<file path="src/rtl/riscv_pkg.sv">
// rtl/riscv_pkg.sv - shared pipeline control types and hazard helpers for the riscv core
package riscv_pkg;

   localparam int HU_REG_W = 5;

   typedef enum logic [1:0] {
      NOP   = 2'b00,
      STALL = 2'b01,
      FLUSH = 2'b10
   } HAZARD_ctrl;

   typedef enum logic {
      NO_REQUEST = 1'b0,
      REQUEST    = 1'b1
   } mem_req_e;

   typedef enum logic {
      READ  = 1'b0,
      WRITE = 1'b1
   } mem_we_e;

   typedef struct packed {
      mem_req_e proc_req;
      mem_we_e  we;
   } MEM_ctrl;

   // x0 is hardwired to zero, so it can never carry a dependency
   function automatic logic reg_match(
      input logic [HU_REG_W-1:0] rd,
      input logic                rd_we,
      input logic [HU_REG_W-1:0] rs1,
      input logic                rs1_used,
      input logic [HU_REG_W-1:0] rs2,
      input logic                rs2_used
   );
      return (rd != '0) && rd_we &&
             (((rd == rs1) && rs1_used) || ((rd == rs2) && rs2_used));
   endfunction

endpackage

</file>
<file path="src/rtl/hu_perf_cnt.sv">
// rtl/hu_perf_cnt.sv - saturating event counter with synchronous clear
module hu_perf_cnt #(
   parameter int CNT_W = 32
) (
   input  logic             clk,
   input  logic             rst_n,
   input  logic             clr,
   input  logic             en,
   output logic [CNT_W-1:0] cnt
);

   always_ff @(posedge clk or negedge rst_n) begin
      if (!rst_n) begin
         cnt <= '0;
      end else if (clr) begin
         cnt <= '0;
      end else if (en && (cnt != '1)) begin
         cnt <= cnt + CNT_W'(1);
      end
   end

endmodule

</file>
<file path="src/rtl/hu_sb.sv">
// rtl/hu_sb.sv - pipeline hazard unit: load-use countdown, RAW stalls, branch flush, memory watchdog
module hu_sb
   import riscv_pkg::*;
#(
   parameter int LOAD_LAT       = 1,
   parameter int BR_FLUSH_DEPTH = 1,
   parameter int FWD_EN         = 1,
   parameter int WB_BYPASS      = 1,
   parameter int MEM_TIMEOUT    = 255,
   parameter int CNT_W          = 32
) (
   input  logic                clk_in,
   input  logic                rst_n_in,
   input  logic                branch_cond_in,
   input  logic                instr_mem_busy_in,
   input  logic                data_mem_busy_in,
   input  MEM_ctrl             EXctrl_MEM_in,
   input  logic [HU_REG_W-1:0] EXdata_RD_in,
   input  logic                EXdata_RDwe_in,
   input  logic [HU_REG_W-1:0] MEMdata_RD_in,
   input  logic                MEMdata_RDwe_in,
   input  logic [HU_REG_W-1:0] WBdata_RD_in,
   input  logic                WBdata_RDwe_in,
   input  logic [HU_REG_W-1:0] DECdata_RS1_in,
   input  logic [HU_REG_W-1:0] DECdata_RS2_in,
   input  logic                DECrs1_used_in,
   input  logic                DECrs2_used_in,
   input  logic                clear_cnt_in,
   output HAZARD_ctrl          PC_reg_out,
   output HAZARD_ctrl          IF_DEC_out,
   output HAZARD_ctrl          DEC_EX_out,
   output HAZARD_ctrl          EX_MEM_out,
   output HAZARD_ctrl          MEM_WB_out,
   output logic                load_use_out,
   output logic                mem_timeout_err_out,
   output logic [CNT_W-1:0]    stall_cnt_out,
   output logic [CNT_W-1:0]    flush_cnt_out
);

   localparam int                WD_W      = $clog2(MEM_TIMEOUT + 1);
   localparam logic [WD_W-1:0]   WD_LIMIT  = WD_W'(MEM_TIMEOUT);
   localparam logic [3:0]        LU_RELOAD = 4'(LOAD_LAT - 1);

   logic            busy;
   logic [3:0]      lu_cnt;
   logic [WD_W-1:0] busy_cnt;
   logic            ex_match;
   logic            mem_match;
   logic            wb_match;
   logic            lu_hit;
   logic            raw_hit;
   logic            hz_stall;
   logic            flush_evt;

   assign busy = instr_mem_busy_in | data_mem_busy_in;

   always_comb begin
      ex_match  = reg_match(EXdata_RD_in, EXdata_RDwe_in, DECdata_RS1_in, DECrs1_used_in,
                            DECdata_RS2_in, DECrs2_used_in);
      mem_match = reg_match(MEMdata_RD_in, MEMdata_RDwe_in, DECdata_RS1_in, DECrs1_used_in,
                            DECdata_RS2_in, DECrs2_used_in);
      wb_match  = reg_match(WBdata_RD_in, WBdata_RDwe_in, DECdata_RS1_in, DECrs1_used_in,
                            DECdata_RS2_in, DECrs2_used_in);
      lu_hit    = (EXctrl_MEM_in.proc_req == REQUEST) && (EXctrl_MEM_in.we == READ) && ex_match;
      // Without forwarding every in-flight producer blocks DEC until it retires
      raw_hit   = (FWD_EN == 0) &&
                  (ex_match || mem_match || (wb_match && (WB_BYPASS == 0)));
      hz_stall  = lu_hit || (lu_cnt != 4'd0) || raw_hit;
      flush_evt = branch_cond_in && !busy;
   end

   always_comb begin
      PC_reg_out   = NOP;
      IF_DEC_out   = NOP;
      DEC_EX_out   = NOP;
      EX_MEM_out   = NOP;
      MEM_WB_out   = NOP;
      load_use_out = 1'b0;
      if (busy) begin
         PC_reg_out = STALL;
         IF_DEC_out = STALL;
         DEC_EX_out = STALL;
         EX_MEM_out = STALL;
         MEM_WB_out = STALL;
      end else if (branch_cond_in) begin
         IF_DEC_out = FLUSH;
         if (BR_FLUSH_DEPTH == 2) begin
            DEC_EX_out = FLUSH;
         end
      end else if (hz_stall) begin
         PC_reg_out   = STALL;
         IF_DEC_out   = STALL;
         DEC_EX_out   = FLUSH;
         load_use_out = 1'b1;
      end
   end

   // Countdown of remaining bubbles; the hit cycle itself is the first bubble
   always_ff @(posedge clk_in or negedge rst_n_in) begin
      if (!rst_n_in) begin
         lu_cnt <= 4'd0;
      end else if (busy) begin
         lu_cnt <= lu_cnt;
      end else if (branch_cond_in) begin
         lu_cnt <= 4'd0;
      end else if (lu_hit && (lu_cnt == 4'd0)) begin
         lu_cnt <= LU_RELOAD;
      end else if (lu_cnt != 4'd0) begin
         lu_cnt <= lu_cnt - 4'd1;
      end
   end

   always_ff @(posedge clk_in or negedge rst_n_in) begin
      if (!rst_n_in) begin
         busy_cnt            <= '0;
         mem_timeout_err_out <= 1'b0;
      end else if (busy) begin
         if (busy_cnt != WD_LIMIT) begin
            busy_cnt <= busy_cnt + WD_W'(1);
         end
         if (busy_cnt == WD_LIMIT - WD_W'(1)) begin
            mem_timeout_err_out <= 1'b1;
         end
      end else begin
         busy_cnt <= '0;
      end
   end

   hu_perf_cnt #(.CNT_W(CNT_W)) u_stall_cnt (
      .clk   (clk_in),
      .rst_n (rst_n_in),
      .clr   (clear_cnt_in),
      .en    (PC_reg_out == STALL),
      .cnt   (stall_cnt_out)
   );

   hu_perf_cnt #(.CNT_W(CNT_W)) u_flush_cnt (
      .clk   (clk_in),
      .rst_n (rst_n_in),
      .clr   (clear_cnt_in),
      .en    (flush_evt),
      .cnt   (flush_cnt_out)
   );

endmodule

</file>
<file path="config.mk">
export PLATFORM = sky130hd
export DESIGN_NAME = hu_sb
export DESIGN_NICKNAME = d
export VERILOG_FILES = /design/src/rtl/riscv_pkg.sv /design/src/rtl/hu_perf_cnt.sv /design/src/rtl/hu_sb.sv
export SDC_FILE = /design/constraint.sdc
export NUM_CORES = 1
export LEC_CHECK = 0
export CORE_UTILIZATION = 50
export DETAILED_ROUTE_END_ITERATION = 6
export GPL_ROUTABILITY_DRIVEN = 0
export PLACE_DENSITY = 0.92
export SLEW_MARGIN = 20
export SYNTH_ARGS = -nofsm -noshare
export SYNTH_HDL_FRONTEND = slang
export SYNTH_SLANG_ARGS = --single-unit
</file>
<file path="constraint.sdc">
create_clock -name clk_in -period 3.4 [get_ports clk_in]
set_input_delay 0.68 -clock clk_in [delete_from_list [all_inputs] [get_ports clk_in]]
set_output_delay 0.68 -clock clk_in [all_outputs]
set_load 0.05 [all_outputs]
</file>
## Yosys cells after proc, flatten, opt, wreduce, memory -nomap -nowiden

Index checks and enable logic that the tools add are counted.
W data, S select, Z words.

- $add $sub $neg: 4
- $mul: 0
- Divide/modulo/power cells: 0
- $lt $le $gt $ge: 0
- Equal/unequal tests: 8
- Shift-type cells: 0
- Multiplexer cells: 21
- Bitwise gates (word level): 3
- Reduce and logical (&&, ||, !) cells: 21

Operator list:

| operator | count |
|---|---|
| $mux W32 | 4 |
| $add A32 B1 Y32 const B | 2 |
| $ne A32 B32 Y1 const B | 2 |
| $mux W8 | 2 |
| $mux W4 | 3 |
| $eq A5 B5 Y1 | 2 |
| $logic_and A1 B1 Y1 | 10 |
| $mux W2 | 5 |
| $add A8 B1 Y8 const B | 1 |
| $eq A8 B8 Y1 const B | 1 |
| $ne A8 B8 Y1 const B | 1 |
| $mux W1 | 7 |
| $reduce_bool A5 Y1 | 1 |
| $logic_not A4 Y1 | 1 |
| $reduce_and A2 Y1 | 2 |
| $reduce_bool A2 Y1 | 2 |
| $reduce_bool A4 Y1 | 1 |
| $sub A4 B1 Y4 const B | 1 |
| $reduce_bool A3 Y1 | 1 |
| $eq A2 B1 Y1 const B | 1 |
| $logic_or A1 B1 Y1 | 2 |
| $ne A2 B1 Y1 const B | 1 |
| $not A1 Y1 | 2 |
| $logic_not A1 Y1 | 1 |
| $or A1 B1 Y1 | 1 |

- Register bits after elaboration: 77
- Latch bits: 0
- RAM bits: 0
- ROM bits: 0
- Input port bits: 38
- Logic and storage cells: 62
- Memories kept: 0

## Logic depth before layout (Yosys ltp)

- Depth after elaboration: 13
- Depth in mapped cells: 10
- Mapped depth without buffers: 8

## By module

A second synthesis with hierarchy kept.

- Cell total of the unflattened synthesis: 503
- Area, all modules: 4670.7 um^2

Modules (own cells, without submodules):

| module | times used | cells an instance | area an instance (um^2) | sequential area each (um^2) |
|---|---|---|---|---|
| hu_perf_cnt | 2 | 198 | 1854.3 | 800.8 |
| hu_sb | 1 | 107 | 962.2 | 325.3 |

## Least setup slack after synthesis

No wires, ideal clock.

- Path type: input to output
- From: in EXdata_RD_in[1]
- To: out DEC_EX_out[1]
- Data arrival time: 2703 ps
- Path slack: 17 ps
- Cell stages on the path: 6
- Buffers on the path: 1
- Cells stage by stage: xnor2_1 nand4_1 o22ai_1 a21oi_1 nor3_1 buf_4

- Cells in the longest elaborated chain, start to end: 9
- Elaborated cells on any way between the ends: 13

RTL lines:

| what | RTL line | RTL |
|---|---|---|
| from (decl) | hu_sb.sv:18 | `input logic [HU_REG_W-1:0] EXdata_RD_in,` |
| $eq A5 B5 Y1 | riscv_pkg.sv:37 | `(((rd == rs1) && rs1_used) \|\| ((rd == rs2) && rs2_used));` |
| $logic_and A1 B1 Y1 | riscv_pkg.sv:37 |  |
| $logic_or A1 B1 Y1 | riscv_pkg.sv:37 |  |
| $logic_and A1 B1 Y1 * | riscv_pkg.sv:36 | `return (rd != '0) && rd_we &&` |
| $logic_and A1 B1 Y1 * | hu_sb.sv:64 | `lu_hit = (EXctrl_MEM_in.proc_req == REQUEST) && (EXctrl_MEM_in.we == READ) && ex_match;` |
| $logic_or A1 B1 Y1 * | hu_sb.sv:68 | `hz_stall = lu_hit \|\| (lu_cnt != 4'd0) \|\| raw_hit;` |
| $mux W2 * | hu_sb.sv:90 | `end else if (hz_stall) begin` |
| $mux W2 * | hu_sb.sv:85 | `end else if (branch_cond_in) begin` |
| $mux W2 * | hu_sb.sv:79 | `if (busy) begin` |
| to (decl) | hu_sb.sv:31 | `output HAZARD_ctrl DEC_EX_out,` |

Every way passes the cells marked *; elsewhere a longest branch is shown, timed or not.

## Worst setup path after layout

- From: in EXdata_RD_in[2]
- To: out load_use_out

- Cells in the longest elaborated chain, start to end: 9
- Elaborated cells on any way between the ends: 13

RTL lines:

| what | RTL line | RTL |
|---|---|---|
| $eq A5 B5 Y1 | riscv_pkg.sv:37 |  |
| $logic_and A1 B1 Y1 | riscv_pkg.sv:37 |  |
| $logic_or A1 B1 Y1 | riscv_pkg.sv:37 |  |
| $logic_and A1 B1 Y1 * | riscv_pkg.sv:36 |  |
| $logic_and A1 B1 Y1 * | hu_sb.sv:64 |  |
| $logic_or A1 B1 Y1 * | hu_sb.sv:68 |  |
| $mux W1 * | hu_sb.sv:90 |  |
| $mux W1 * | hu_sb.sv:85 |  |
| $mux W1 * | hu_sb.sv:79 |  |
| to (decl) | hu_sb.sv:34 | `output logic load_use_out,` |

Marks and branches as above.

==> reports/metrics.yaml <==
combinationalPowerShare_pct: 9.8
rsz0062_at_grt: "false"
peakVddDrop_uv: 181.3
totalWireLength_mm: 11.27
dr.pass1.iters: 5
ys_top_cells_by_area: "dfrtp_1 44%, or4_1 4.2%, xnor2_1 4.2%"
postCtsSetupBuffers: 0
syn2layout_area_growth_pct: 28.85
synth_xor_area_share_pct: 8.317
status: "finished, final reports clean"
powerDensity_nw_per_um2: 352.4
crit_buf_inv: 3
end_kind: "output port"
top_level_ports: 114
p_int_mw: 1.520
fmax_mhz: 321.0
dpl.hpwl_mm: 7.789
grt-ovfl-total: 0
htreeDepth: 3
required_ns: 2.72
cts_buffer_depth: 2
grt.busiest_layer: "met2"
setup_viol: 0
vias: 4164
min_period_ns: 3.115
core.rowCount: 33
slowest_stage: "clkdlybuf4s50_1"
worst_pin_slew_ns: 1.083
yosysTopAreaCell: "dfrtp_1"
setup_ws_ns: 0.2847
ant_nets: 0
drv_slew: 0
die-area_um2: 9227
critPathTopFamily: "buffers and inverters"
numClockSinks: 77
synthDistinctLibCells: 45
clkPwrFrac_pct: 42.1
muxShareOfSynthArea_pct: 1.754
n_antenna_cell: 0
synth_async_sr_flop_share_pct: 100.0
relSlewSlack_pct: 26.63
gr-usage-met2_pct: 44.62
hold_path_class: "in2async"
power_switching_mw: 0.4885
grt_max_degree: 78
synthSimpleGateAreaFrac_pct: 28.18
grtUsageTotal_pct: 25.90
synth_compound_area_share_pct: 11.82
period_share_pct: 91.63
syn_area_per_cell_um2: 9.082
reg2reg_depth: 6
post-place-ws_ns: 0.2822
yosysWarnings: 0
die_y_um: 96.06
worstSetupPathType: "in2out"
leakage_nw: 2.270
grt_pass1_wl_mm: 18.60
ys_seq_elements: 77
core-area_um2: 8382
hold_violations: 0
cts_resized: 0
worstSkewPairLatency_ns: 0.35
synthAdderAreaFrac_pct: 1.414
root_buffer: "clkbuf_8"
synth_top_area_share_pct: 43.56
port_buffers: 98
seqPwrFrac_pct: 48.1
setup_tns_ns: 0
cp_max_fo: 3
clk_pin_slew_ns: 0.08
critical_path.max_stage_delay_ns: 0.55
synth_ff_type: "dfrtp_1"
postCtsHoldBufs: 0
syn_inst: 487
use_met3_pct: 4.186
synth_area_um2: 4423
synth_seq_area_share_pct: 43.56
fin_worst_skew_ns: 0.009035
swShare_pct: 24.33
post_drt_wl_per_cell_um: 16.55
cp.depth: 8
r2r_slack_ns: 0.81
drive_gt1_share_pct: 7.639
die_w_um: 96.06
critPathLaunchType: "input port"
synth_edf_count: 0
cts-buffers-inserted: 9
grt_use_met1_pct: 32.42
nets: 614
via_per_inst: 6.115
drv_cap: 0
path_cells: "clkdlybuf4s50_1, xnor2_1, nand4_1, o22ai_1, a21oi_1, nor3_1, buf_4, buf_12"
initial_core_util_pct: 52.77
synth_top_family_by_area: "simple AND/OR/NAND/NOR gates"
cts_tree: "built"
grt_pass1_vias: 4026
arrival_ns: 2.44
drt_iter0_markers: 245
drc: 0
grt_antenna_before_repair: 0
## power groups by stage
stage               registers (mW)  logic [mW]  clock network [mW]
finish                       0.967       0.197               0.845
global placement             0.983       0.191                   0
CTS                          0.967       0.198               0.856
floorplan                    0.991       0.106                   0
global route                 0.971       0.216               0.902
detailed placement           0.983       0.197                   0
## layer usage
layer	vias to the layer above	routed length, um
met5	-	0
met3	19	756
met2	172	5776
li1	1941	-
met4	0	202
met1	2032	4535
## flip-flops by register name, summed over array words and instances (netlist names)
name / flops
lu_cnt: 4
mem_timeout_err_out: 1
busy_cnt: 8
u_stall_cnt.cnt: 32
u_flush_cnt.cnt: 32
## final timing paths
kind | from | end
min in group clk_in | mem_timeout_err_out | mem_timeout_err_out
max in group asynchronous | rst_n_in | u_flush_cnt.cnt[14]
worst min-delay path | rst_n_in | u_stall_cnt.cnt[16]
worst min register to register | mem_timeout_err_out | mem_timeout_err_out
worst max register to register | u_flush_cnt.cnt[10] | u_flush_cnt.cnt[20]
worst max-delay path | EXdata_RD_in[2] | load_use_out
## cell type report
type | count | area [um^2]
multi-input cells | 367 | 2312
clock buffers | 12 | 145.1
inverters | 10 | 37.54
flip-flops and latches | 77 | 1927
repair buffers | 106 | 1051
well taps | 105 | 131.4
clock inverters | 4 | 95.09
fillers | 667 | 2683
## stage by stage
step	hold WS (ns)	power, mW	cell area [um^2]	util (%)	cells
after global placement	0.4548	1.174	5459	65.13	665
after CTS	0.4759	2.020	5699	68.00	681
after floorplan	0.3844	1.097	4431	-	489
after detailed placement	0.4596	1.180	5459	65.13	665
final	0.4573	2.008	5699	68.00	681
after global routing	0.4997	2.089	5699	68.00	681
## layout by cell type (no fill, tap or decap), types with 4 or more instances in the layout
cell	synthesis	final
clkbuf_8	0	10
xnor2_1	21	21
xor2_1	21	21
a31oi_1	5	4
nor4_1	4	4
or4_1	25	25
nand3_1	33	33
nand4_1	21	21
a211oi_1	4	4
nor3_1	13	13
and2_1	4	4
nor2_1	45	45
inv_1	9	9
ha_1	5	5
a21oi_1	32	32
mux2_2	6	6
and3_1	18	18
o21ai_0	14	14
and4_1	8	8
clkdlybuf4s50_1	0	88
nor2b_1	9	9
or3_1	7	7
o31ai_1	23	23
nand2_1	26	26
buf_4	11	14
dfrtp_1	77	77
## synth_stat cells, drive strengths merged (2+ instances only)
cell and number:
a211oi 4, a21oi 32, a31oi 5, and2 4, and3 18, and4 9, buf 15, clkbuf 20
dfrtp 77, ha 5, inv 9, mux2 6, nand2 26, nand2b 3, nand3 33, nand4 21
nor2 45, nor2b 9, nor3 13, nor3b 2, nor4 5, o21ai 14, o31ai 23, or3 7
or4 25, xnor2 21, xor2 21
## kinds of logic (layout without fill, tap and decap cells)
kind of cell    count (synthesis)  after routing
simple gates                  225            225
compound gates                 85             85
flops                          77             77
buf+inv                        45            132
xor+xnor                       42             42
mux                             7              7
fa+ha+maj                       5              5
other cells                     1              3
Power figures use the tool's default switching activity.
